==> src/rtl/jit_template_sequencer.sv <==
// Maps a JVM opcode to its chain of ARM template indices. The opcode selects a
// head entry in the low half of the ROM; each template entry's successor lives
// in the high half at {1'b1, 1'b0, idx}. A successor of 127 ends the chain.
// Head values 0 and 127 mark unsupported opcodes.
module jit_template_sequencer #(
  parameter int MAX_STEPS = 16
) (
  input  logic       clk,
  input  logic       rst,
  input  logic       op_valid,
  output logic       op_ready,
  input  logic [7:0] opcode,
  input  logic       abort,
  output logic [8:0] rom_addr,
  input  logic [6:0] rom_data,
  output logic       tmpl_valid,
  input  logic       tmpl_ready,
  output logic [6:0] tmpl_idx,
  output logic       tmpl_last,
  output logic       err_valid,
  output logic [1:0] err_code,
  output logic       busy
);

  localparam logic [6:0] STEP_LIMIT      = 7'(MAX_STEPS);
  localparam logic [6:0] HEAD_NONE       = 7'd0;
  localparam logic [6:0] CHAIN_END       = 7'd127;
  localparam logic [1:0] ERR_UNSUPPORTED = 2'd1;
  localparam logic [1:0] ERR_OVERFLOW    = 2'd2;

  typedef enum logic [1:0] {
    IDLE,
    LOOKUP,
    EMIT
  } state_t;

  state_t     state, state_nxt;
  logic [8:0] rom_addr_nxt;
  logic [6:0] tmpl_idx_nxt;
  logic [6:0] step_cnt, step_cnt_nxt;
  logic       err_valid_nxt;
  logic [1:0] err_code_nxt;

  // rom_addr already points at the successor while emitting, so the end-of-chain
  // marker is visible on rom_data in the same cycle as the current entry.
  assign op_ready   = (state == IDLE) && !abort;
  assign tmpl_valid = (state == EMIT);
  assign tmpl_last  = (state == EMIT) && (rom_data == CHAIN_END);
  assign busy       = (state != IDLE);

  // Next-state and next-register computation; abort overrides everything except reset.
  always_comb begin
    state_nxt     = state;
    rom_addr_nxt  = rom_addr;
    tmpl_idx_nxt  = tmpl_idx;
    step_cnt_nxt  = step_cnt;
    err_valid_nxt = 1'b0;
    err_code_nxt  = err_code;

    if (abort) begin
      state_nxt = IDLE;
    end else begin
      case (state)
        IDLE: begin
          if (op_valid) begin
            rom_addr_nxt = {1'b0, opcode};
            state_nxt    = LOOKUP;
          end
        end

        LOOKUP: begin
          if ((rom_data == HEAD_NONE) || (rom_data == CHAIN_END)) begin
            err_valid_nxt = 1'b1;
            err_code_nxt  = ERR_UNSUPPORTED;
            state_nxt     = IDLE;
          end else begin
            tmpl_idx_nxt = rom_data;
            rom_addr_nxt = {2'b10, rom_data};
            step_cnt_nxt = 7'd1;
            state_nxt    = EMIT;
          end
        end

        EMIT: begin
          if (tmpl_ready) begin
            if (tmpl_last) begin
              state_nxt = IDLE;
            end else if (step_cnt == STEP_LIMIT) begin
              err_valid_nxt = 1'b1;
              err_code_nxt  = ERR_OVERFLOW;
              state_nxt     = IDLE;
            end else begin
              tmpl_idx_nxt = rom_data;
              rom_addr_nxt = {2'b10, rom_data};
              step_cnt_nxt = step_cnt + 7'd1;
            end
          end
        end

        default: begin
          state_nxt = IDLE;
        end
      endcase
    end
  end

  // State and datapath registers with synchronous reset taking top priority.
  always_ff @(posedge clk) begin
    if (rst) begin
      state     <= IDLE;
      rom_addr  <= 9'd0;
      tmpl_idx  <= 7'd0;
      step_cnt  <= 7'd0;
      err_valid <= 1'b0;
      err_code  <= 2'd0;
    end else begin
      state     <= state_nxt;
      rom_addr  <= rom_addr_nxt;
      tmpl_idx  <= tmpl_idx_nxt;
      step_cnt  <= step_cnt_nxt;
      err_valid <= err_valid_nxt;
      err_code  <= err_code_nxt;
    end
  end

endmodule

==> config.mk <==
export PLATFORM = sky130hd
export DESIGN_NAME = jit_template_sequencer
export DESIGN_NICKNAME = d
export VERILOG_FILES = /design/src/rtl/jit_template_sequencer.sv
export SDC_FILE = /design/constraint.sdc
export NUM_CORES = 1
export LEC_CHECK = 0
export CAP_MARGIN = 20
export CORE_ASPECT_RATIO = 1.5
export CORE_MARGIN = 2
export CORE_UTILIZATION = 42
export CTS_CLUSTER_DIAMETER = 50
export DETAILED_ROUTE_END_ITERATION = 7
export PLACE_DENSITY = 0.75
export SLEW_MARGIN = 15
export SYNTH_ARGS = -nofsm -noshare
export SYNTH_HDL_FRONTEND = slang
export SYNTH_SLANG_ARGS = --single-unit
==> constraint.sdc <==
create_clock -name clk -period 1.76 [get_ports clk]
set_input_delay 0.528 -clock clk [delete_from_list [all_inputs] [get_ports clk]]
set_output_delay 0.528 -clock clk [all_outputs]
set_load 0.05 [all_outputs]
======== Word-level counts from Yosys, hierarchy flattened ========
Index checks and enable logic that the tools add are counted.
Widths: inputs -> output; s select.
word-level totals
  memories ................................ 0
  register bits after elaboration ......... 28
  word-level logic and storage cells ...... 66
  ROM bits ................................ 0
  memory bits (writable) .................. 0
  latch bits .............................. 0
cells by class
  bitwise logic cells ..................... 1
  eq/ne operators ......................... 12
  muxes and demuxes ....................... 32
  shifts and indexed selects .............. 0
  $lt $le $gt $ge ......................... 0
  $mul .................................... 0
  $add $sub $neg .......................... 1
  reduce and logical (&&, ||, !) cells .... 14
  div/mod/pow operators ................... 0
operator list
  kind                 count
  $mux 7               8
  $mux 9               5
  $pmux 7 s2           2
  $pmux 9 s3           1
  $mux 2               9
  $reduce_and 6->1     2
  $ne 2x2->1 const B   5
  $add 7x1->7 const B  1
  $eq 7x5->1 const B   1
  $eq 7x7->1 const B   1
  $logic_not 7->1      1
  $reduce_and 7->1     1
  $pmux 2 s3           1
  $mux 1               4
  $ne 2x1->1 const B   2
  $pmux 2 s2           1
  $reduce_bool 2->1    2
  $ne 3x1->1 const B   1
  $reduce_and 3->1     1
  $reduce_bool 3->1    1
  $eq 2x1->1 const B   1
  $eq 2x2->1 const B   1
  $logic_and 1x1->1    2
  $logic_not 2->1      1
  5 further kinds      5

======== Longest topological paths before layout ========
Gate-level depths: netlist (run 1).
  depth in word-level cells ............... 5
  depth in mapped cells ................... 8

======== Worst setup path after synthesis (run 1) ========
OpenSTA, ideal clock, no wires.
  path kind ............................... reg2reg
  from .................................... reg state[0]
  to ...................................... reg rom_addr[5]
  arrival ................................. 2.169 ns
  setup time .............................. 0.079 ns
  stages on the path, launching flop included .. 9
  buffers on the path ..................... 2
  slack ................................... -0.488 ns
  clock period less this slack ............ 2.248 ns
  data required time ...................... 1.681 ns
  cells stage by stage .................... dfxtp_1 inv_1 ha_1 clkbuf_1 and3_4 nor4_4 buf_6 nor2_1 a211oi_2
between the ends
  longest elaborated chain between the ends .. 4
RTL lines
  what                        RTL line  source
  start, declared             37        state_t state, state_nxt;
  start signal, assigned      117       state <= state_nxt;
  $eq 2x2->1                  -
  via tmpl_valid              16        output logic tmpl_valid,
  $logic_and 1x1->1           48        assign tmpl_last = (state == EMIT) && (rom_data == CHAIN_END);
  via tmpl_last               19        output logic tmpl_last,
  $ne 2x2->1 (no line)        -
  $reduce_and 7->1 (no line)  -
  end signal, assigned        118       rom_addr <= rom_addr_nxt;
  end, declared               14        output logic [8:0] rom_addr,
The timed path passes the listed nets, and every way through them passes these cells.
A chain may end at the register's enable or synchronous reset.

======== Final worst setup path (run 1) ========
  from .................................... reg state[1]
  to ...................................... reg tmpl_idx[6]
between the ends
  longest elaborated chain between the ends .. 4
RTL lines
  what                        RTL line  source
  $eq 2x2->1                  48, 63
  $logic_and 1x1->1           48
  $ne 2x2->1 (no line)        -
  $reduce_and 6->1 (no line)  -
  end signal, assigned        119       tmpl_idx <= tmpl_idx_nxt;
  end, declared               18        output logic [6:0] tmpl_idx,
Parallel ways exist; a longest one is shown, timed or not.

==> flow_summary_export.csv, run 1 <==
group,metric,value,unit
pwr,switching_share,0.318,
routing,wirelength,6.36,mm
sta,report.final.slew_viol_count,0,
sta,whs,522,ps
finish,drive_above_1_share,0.576,
synth,synth_top_family_by_area,"simple AND/OR/NAND/NOR gates",
grt,grt_pass1_vias,1814,
routing,num_vias,1702,
sta,setup_violations,29,
sta,worst_slack,-328,ps
grt,overflow,0,
synth,synth_largest_area_cell,"dfxtp_1",
die,die_w,52.1,um
pwr,comb_power_share,0.339,
synth,ys_seq_area_frac,0.384,
synth,synthTopCellsByArea,"dfxtp_1 38%, mux2i_1 12%, ha_1 5.1%",
setup_path,rr_startpoint,"state[1]$_SDFFE_PP0P_",
cts,clock_sinks,28,
synth,synthFlopType,"dfxtp_1",
sta,max_freq,0.479,GHz
min_path,hold_path.class,"reg -> reg",
status,violations,"negative setup slack",
placed_design,gp_congestion,0.937,
setup_path,cp-end-kind,"register",
pwr,pwr-share-seq,0.412,
die,die_y,76.2,um
finish,final_cell_area,2880,um^2
cts,postCtsHoldBufs,0,
synth,synthArstFlopShare,0,
job,maxCapViolCount,0,
sta,tightest_slew,345,ps
setup_path,r2r_end,"tmpl_idx[6]$_SDFFE_PP0P_",
synth,netlist-cell-type-count,40,
synth,synthAdderAreaFrac,0.0514,
cts,htreeDepth,1,
routing,viasPerCell,5.93,
die,io_pins,43,
finish,nets,272,
synth,syn_inst,156,
setup_path,slowest_stage,"dfxtp_2",
synth,synthSimpleGateAreaFrac,0.235,
placed_design,post_dp_cell_area,2460,um^2
cts,clock_latency,290,ps
synth,yosys.area.top_type_share,0.384,
sta,fin_crit_sh,1.19,
finish,antenna_cells,0,
min_path,hold_depth,1,
setup_path,startpoint_type,"register",
setup_path,worstPathArrival,2270,ps
routing,drcViolationCount,0,
sta,skew,4.96,ps
cts,cts_root_buf,"clkbuf_8",
synth,synth_area,1460,um^2
routing,drt_iter0_drc,67,
setup_path,critPathMaxStageDelay,360,ps
die,dieArea,3970,um^2
routing,wl_met2,3.52,mm
setup_path,rrSetupSlack,-330,ps
routing,post_drt_wl_per_cell,22.1,um
placed_design,hpwl,3.59,mm
die,fp-row-count,26,
min_path,hp-start,"step_cnt[6]$_SDFFE_PP0P_",
placed_design,numPortBuffers,42,
routing,first_pass_iters,5,
synth,synth_compound_area_frac,0.171,
routing,wl_met1,2.23,mm
pwr,power_switching,532,uW
setup_path,cp_max_fo,6,
synth,synthesis.nets,182,
routing,highest_layer,"met4",
synth,synth_seq_cells,28,
setup_path,path_cells,"inv_2 > ha_2 > nor4b_4 > a22o_4 > nor4_4 > buf_6 > mux2i_1 > nor2_1",
setup_path,required,1940,ps
finish,syn2layout_area_growth,96.9,%
synth,synthMuxAreaShare,0.117,
min_path,worstHoldEndpoint,"step_cnt[6]$_SDFFE_PP0P_",
sta,final_hold_viol_count,0,
pwr,irDropWorstVdd,0.000551,V
grt,grt_start_max_net_pins,16,
setup_path,reg2regPathDepth,8,
routing,wl_met3,315,um
status,status,"finished, violations left",
sta,fin_setup_tns,-4530,ps
pwr,clockPowerShare,0.249,
sta,min_period,2090,ps
die,fp.coreArea,3380,um^2
pwr,powerDensity,582,nW/um^2
pwr,p_int,1.14,mW
grt,grt_pass1_wl,8.67,mm
synth,synth-xor-area-share,0,
sta,relSlewSlack,0.770,
pwr,p_leak,1.12,nW
cts,cts_tree,"built",
die,initial_core_util,0.432,
sta,rsz0062_at_grt,"true",
setup_path,worstSetupPathType,"reg -> reg",
cts,cts-buffers-inserted,3,
grt,grt_util_all_layers,0.288,
synth,synth-edff-count,0,
cts,clkTransAtPathRegs,100,ps
synth,syn_avg_cell_area,9.36,um^2
cts,cts_buffer_depth,2,
grt,grt_antenna_before_repair,0,
synth,yosysWarnings,0,
routing,drtAntennaViolNets,0,
[power groups by stage]
stage               clock, mW  combinational [mW]  sequential, mW
finish                  0.417               0.567           0.688
global route            0.437               0.586           0.691
detailed placement          0               0.468           0.700
CTS                     0.403               0.494           0.686
floorplan                   0               0.149           0.766
global placement            0               0.454           0.698
[how the worst max path moves through the flow]
stage | start | endpoint | slack (ps) | cells past startpoint
6_report | state[1]$_SDFFE_PP0P_ | tmpl_idx[6]$_SDFFE_PP0P_ | -330 | 8
5_1_grt | state[1]$_SDFFE_PP0P_ | tmpl_idx[6]$_SDFFE_PP0P_ | -360 | 8
2_1_floorplan | state[1]$_SDFFE_PP0P_ | rom_addr[5]$_SDFFE_PP0P_ | -190 | 8
3_3_place_gp | rom_data[5] | tmpl_idx[2]$_SDFFE_PP0P_ | -620 | 7
4_1_cts | rom_data[3] | tmpl_last | -230 | 5
3_5_place_dp | rom_data[5] | tmpl_idx[5]$_SDFFE_PP0P_ | -760 | 7
[per-layer routing]
metal	track usage	vias to the layer above
li1	-	759
met1	0.304	830
met2	0.527	86
met3	0.0412	27
met4	0.144	0
met5	0	-
[cell usage in the layout (no fill, tap or decap), types with 4 or more instances in the layout]
cell type and instances:
o21ai_1 4, buf_12 23, buf_4 36, a21oi_2 4
buf_2 6, buf_6 13, clkbuf_8 4, dfxtp_1 25
nand3_1 4, inv_1 4, nor2_1 14, a211oi_2 7
clkdlybuf4s50_1 10, mux2i_1 13
[sequential cells by signal, summed over array words and instances, names as in the netlist]
signal and flops:
tmpl_idx 7, state 2, rom_addr 9, err_code 2, err_valid 1, step_cnt 7
[metrics by stage]
| step | utilization | setup slack [ps] | power, mW | cells |
|---|---|---|---|---|
| global route | 0.850 | -356 | 1.71 | 287 |
| global placement | 0.727 | -621 | 1.15 | 270 |
| CTS | 0.783 | -232 | 1.58 | 278 |
| finish | 0.850 | -328 | 1.67 | 287 |
| floorplan | - | -191 | 0.915 | 156 |
| detailed placement | 0.727 | -763 | 1.17 | 270 |
[critical path, delay by kind of cell, from the launching register on]
kind / cells / cell delay, ps
and+or+nand+nor: 3 / 570
DFF: 1 / 360
muxes: 1 / 300
AOI/OAI and AO/OA: 1 / 280
buffers and inverters: 2 / 260
adders and majority gates: 1 / 210
[cells by family (layout without fill, tap and decap cells)]
group,after synthesis,in the layout
adders and majority gates,6,6
muxes,17,17
AOI/OAI and AO/OA,35,35
and+or+nand+nor,57,57
buffers and inverters,13,102
DFF,28,28
[layout make-up]
class	count	area [um^2]
clock buffers	4	55.1
fillers	160	508
inverters	7	31.3
multi-input cells	115	1140
flip-flops and latches	28	567
well taps	42	52.6
repair buffers	91	1030
[synth_stat cells, types with 5 or more instances]
cell type,n
a211oi_1,6
a21oi_1,5
and3_1,5
dfxtp_1,28
ha_1,6
inv_1,7
mux2i_1,17
nand3_1,5
nor2_1,18
o21ai_0,8
[what timing repair did]
item                       in CTS  in global routing
setup endpoints to repair      32                 30
gates cloned                    1                  0
buffers inserted                3                 10
pin swaps                       6                 19
resized for setup              48                 56
No activity file was read; power rests on OpenSTA's default activity.
==> run 2, diff against run 1 <==
GPL_ROUTABILITY_DRIVEN = 0   (was default)
==> run 2 against run 1 <==
  * The flow still finishes with violations (negative setup slack)
  * Global-route usage down 0.87 points
  * Sequential share of layout area is 0.76 points higher
  * Setup slack got worse by 40 ps
  * Non-clock buffer count rose by 1
  * Power fell by 5.4%
  * Wire length fell by 6.7%
  * Combinational power decreased by 5.5%
  * Final area decreased by 3.9%
  * Register-to-register slack worse by 30 ps
  * Worst hold slack worse by 31 ps
  * Critical endpoint is now tmpl_idx[0]$_SDFFE_PP0P_
==> flow_summary_export.csv, run 2 (same netlist as run 1, synthesis figures left out) <==
group,metric,value,unit
die,die_w,52.1,um
placed_design,hpwl,3.58,mm
sta,fin_crit_sh,1.21,
placed_design,numPortBuffers,42,
setup_path,crit_cells,7,
setup_path,required,1920,ps
setup_path,crit_buf_inv,2,
min_path,hp-start,"step_cnt[6]$_SDFFE_PP0P_",
routing,wirelength,5.93,mm
pwr,total_power,1.58,mW
sta,worst_slack,-368,ps
routing,drt_iter0_drc,71,
setup_path,startpoint_type,"input pin",
setup_path,worstPathArrival,2290,ps
sta,max_freq,0.470,GHz
setup_path,cp-end-kind,"register",
cts,clkTransAtPathRegs,100,ps
grt,grt_util_all_layers,0.279,
setup_path,rrSetupSlack,-360,ps
die,initial_core_util,0.432,
cts,cts-buffers-inserted,3,
status,status,"finished, violations left",
finish,largest_reg_flops,9,
placed_design,place_ws,-720,ps
placed_design,post_dp_cell_area,2460,um^2
routing,drtAntennaViolNets,0,
cts,cts_buffer_depth,2,
finish,antenna_cells,0,
setup_path,r2r_end,"tmpl_idx[0]$_SDFFE_PP0P_",
die,dieArea,3970,um^2
finish,syn2layout_area_growth,89.2,%
routing,drcViolationCount,0,
pwr,p_leak,1.12,nW
finish,final_cell_mix,"40 x buf_4, 26 x dfxtp_1, 21 x buf_12",
routing,post_drt_wl_per_cell,20.7,um
finish,drive_above_1_share,0.510,
sta,min_period,2130,ps
sta,report.final.slew_viol_count,0,
sta,setup_violations,27,
routing,first_pass_iters,4,
routing,viasPerCell,5.74,
die,fp-row-count,26,
setup_path,critPathCapture,"tmpl_idx[0]$_SDFFE_PP0P_",
sta,skew,4.31,ps
pwr,powerDensity,573,nW/um^2
setup_path,crit_start,"tmpl_ready",
pwr,irDropWorstVdd,0.000484,V
finish,n_fill_cell,181,
status,violations,"negative setup slack",
sta,relSlewSlack,0.772,
sta,rsz0062_at_grt,"true",
setup_path,slowest_stage,"clkdlybuf4s50_1",
cts,htreeDepth,1,
setup_path,reg2regPathDepth,9,
grt,grt_antenna_before_repair,0,
setup_path,path_cells,"clkdlybuf4s50_1 > nor2b_4 > a41o_1 > nor4_4 > buf_6 > mux2i_1 > nor2_1",
routing,wl_met3,379,um
setup_path,critPathMaxStageDelay,530,ps
cts,cts_tree,"built",
min_path,hold_path.class,"reg -> reg",
finish,final_cell_area,2760,um^2
routing,num_vias,1647,
cts,clock_sinks,28,
setup_path,cp_max_fo,6,
die,io_pins,43,
cts,cts_root_buf,"clkbuf_8",
finish,top_regs,"rom_addr x9, step_cnt x7, tmpl_idx x7",
finish,nets,273,
setup_path,rr_startpoint,"state[0]$_SDFFE_PP0P_",
grt,overflow,0,
setup_path,path_delay_family,"buffers and inverters",
die,fp.coreArea,3380,um^2
die,die_y,76.2,um
finish,mostFrequentLayoutCell,"buf_4",
grt,grt_start_max_net_pins,15,
setup_path,worstSetupPathType,"in -> reg",
routing,wl_met2,3.28,mm
routing,highest_layer,"met4",
cts,clock_latency,270,ps
grt,grt_pass1_vias,1757,
grt,grt_pass1_wl,8.34,mm
finish,top_register,"rom_addr",
sta,final_hold_viol_count,0,
job,maxCapViolCount,0,
sta,tightest_slew,340,ps
cts,postCtsHoldBufs,0,
routing,wl_met1,2.02,mm
run 2: cell types whose count changed in the layout (fill, tap and decap cells not counted), sizes merged:
cell	previous run	this run
clkdlybuf4s15	0	1
dlygate4sd2	2	1
dlymetal6s2s	0	1
clkbuf	5	4
run 2: worst register-to-register path, cell delays in order, from the launching register on:
cell and delay [ps]:
dfxtp_4 390, inv_4 50, buf_12 120, ha_4 160
nor2b_4 140, a41o_1 280, nor4_4 310, buf_6 180
mux2i_1 270, nor2_1 110
run 2: per-layer routing:
layer | global-route usage | vias up
met5 | 0 | -
met4 | 0.126 | 0
met3 | 0.0765 | 24
met2 | 0.515 | 97
met1 | 0.274 | 769
li1 | - | 757
run 2: layout make-up:
class	count	area, um^2	area share
Tap cell	42	52.6	0.0190
Multi-Input combinational cell	115	1060	0.383
Sequential cell	28	566	0.205
Timing Repair Buffer	92	1010	0.366
Clock buffer	3	41.3	0.0149
Inverter	7	33.8	0.0122
run 2: per-stage QoR:
stage / TNS [ps] / utilization / std cells / hold slack, ps
floorplan: -2260 / - / 156 / 436
global placement: -16350 / 0.727 / 272 / 467
detailed placement: -18760 / 0.727 / 272 / 481
CTS: -4230 / 0.779 / 281 / 498
global route: -6820 / 0.817 / 287 / 520
finish: -5110 / 0.817 / 287 / 491
run 2: what timing repair did:
action | in CTS | in global routing
endpoints found under the setup margin | 32 | 30
pin swaps | 13 | 11
hold endpoints to repair | 0 | 0
gates resized for setup | 54 | 22
cloned | 1 | 1
buffers inserted | 6 | 8
run 2: worst min path at each step:
stage,endpoint,depth (start not counted)
finish,step_cnt[6]$_SDFFE_PP0P_,1
floorplan,step_cnt[6]$_SDFFE_PP0P_,1
global route,step_cnt[6]$_SDFFE_PP0P_,1
CTS,step_cnt[6]$_SDFFE_PP0P_,1
global placement,step_cnt[6]$_SDFFE_PP0P_,1
detailed placement,step_cnt[6]$_SDFFE_PP0P_,1
run 2: report_power, final:
group          leakage [nW]  switching [mW]  internal (mW)
combinational         0.873           0.273          0.263
clock                0.0216           0.203          0.154
sequential            0.229          0.0308          0.659
==> run 3, diff against run 2 <==
HOLD_SLACK_MARGIN = 0.08   (was default)
SLEW_MARGIN = default   (was 15)
==> results of run 3 <==
No change in the layout: final DEF, timing and power equal those of run 2.
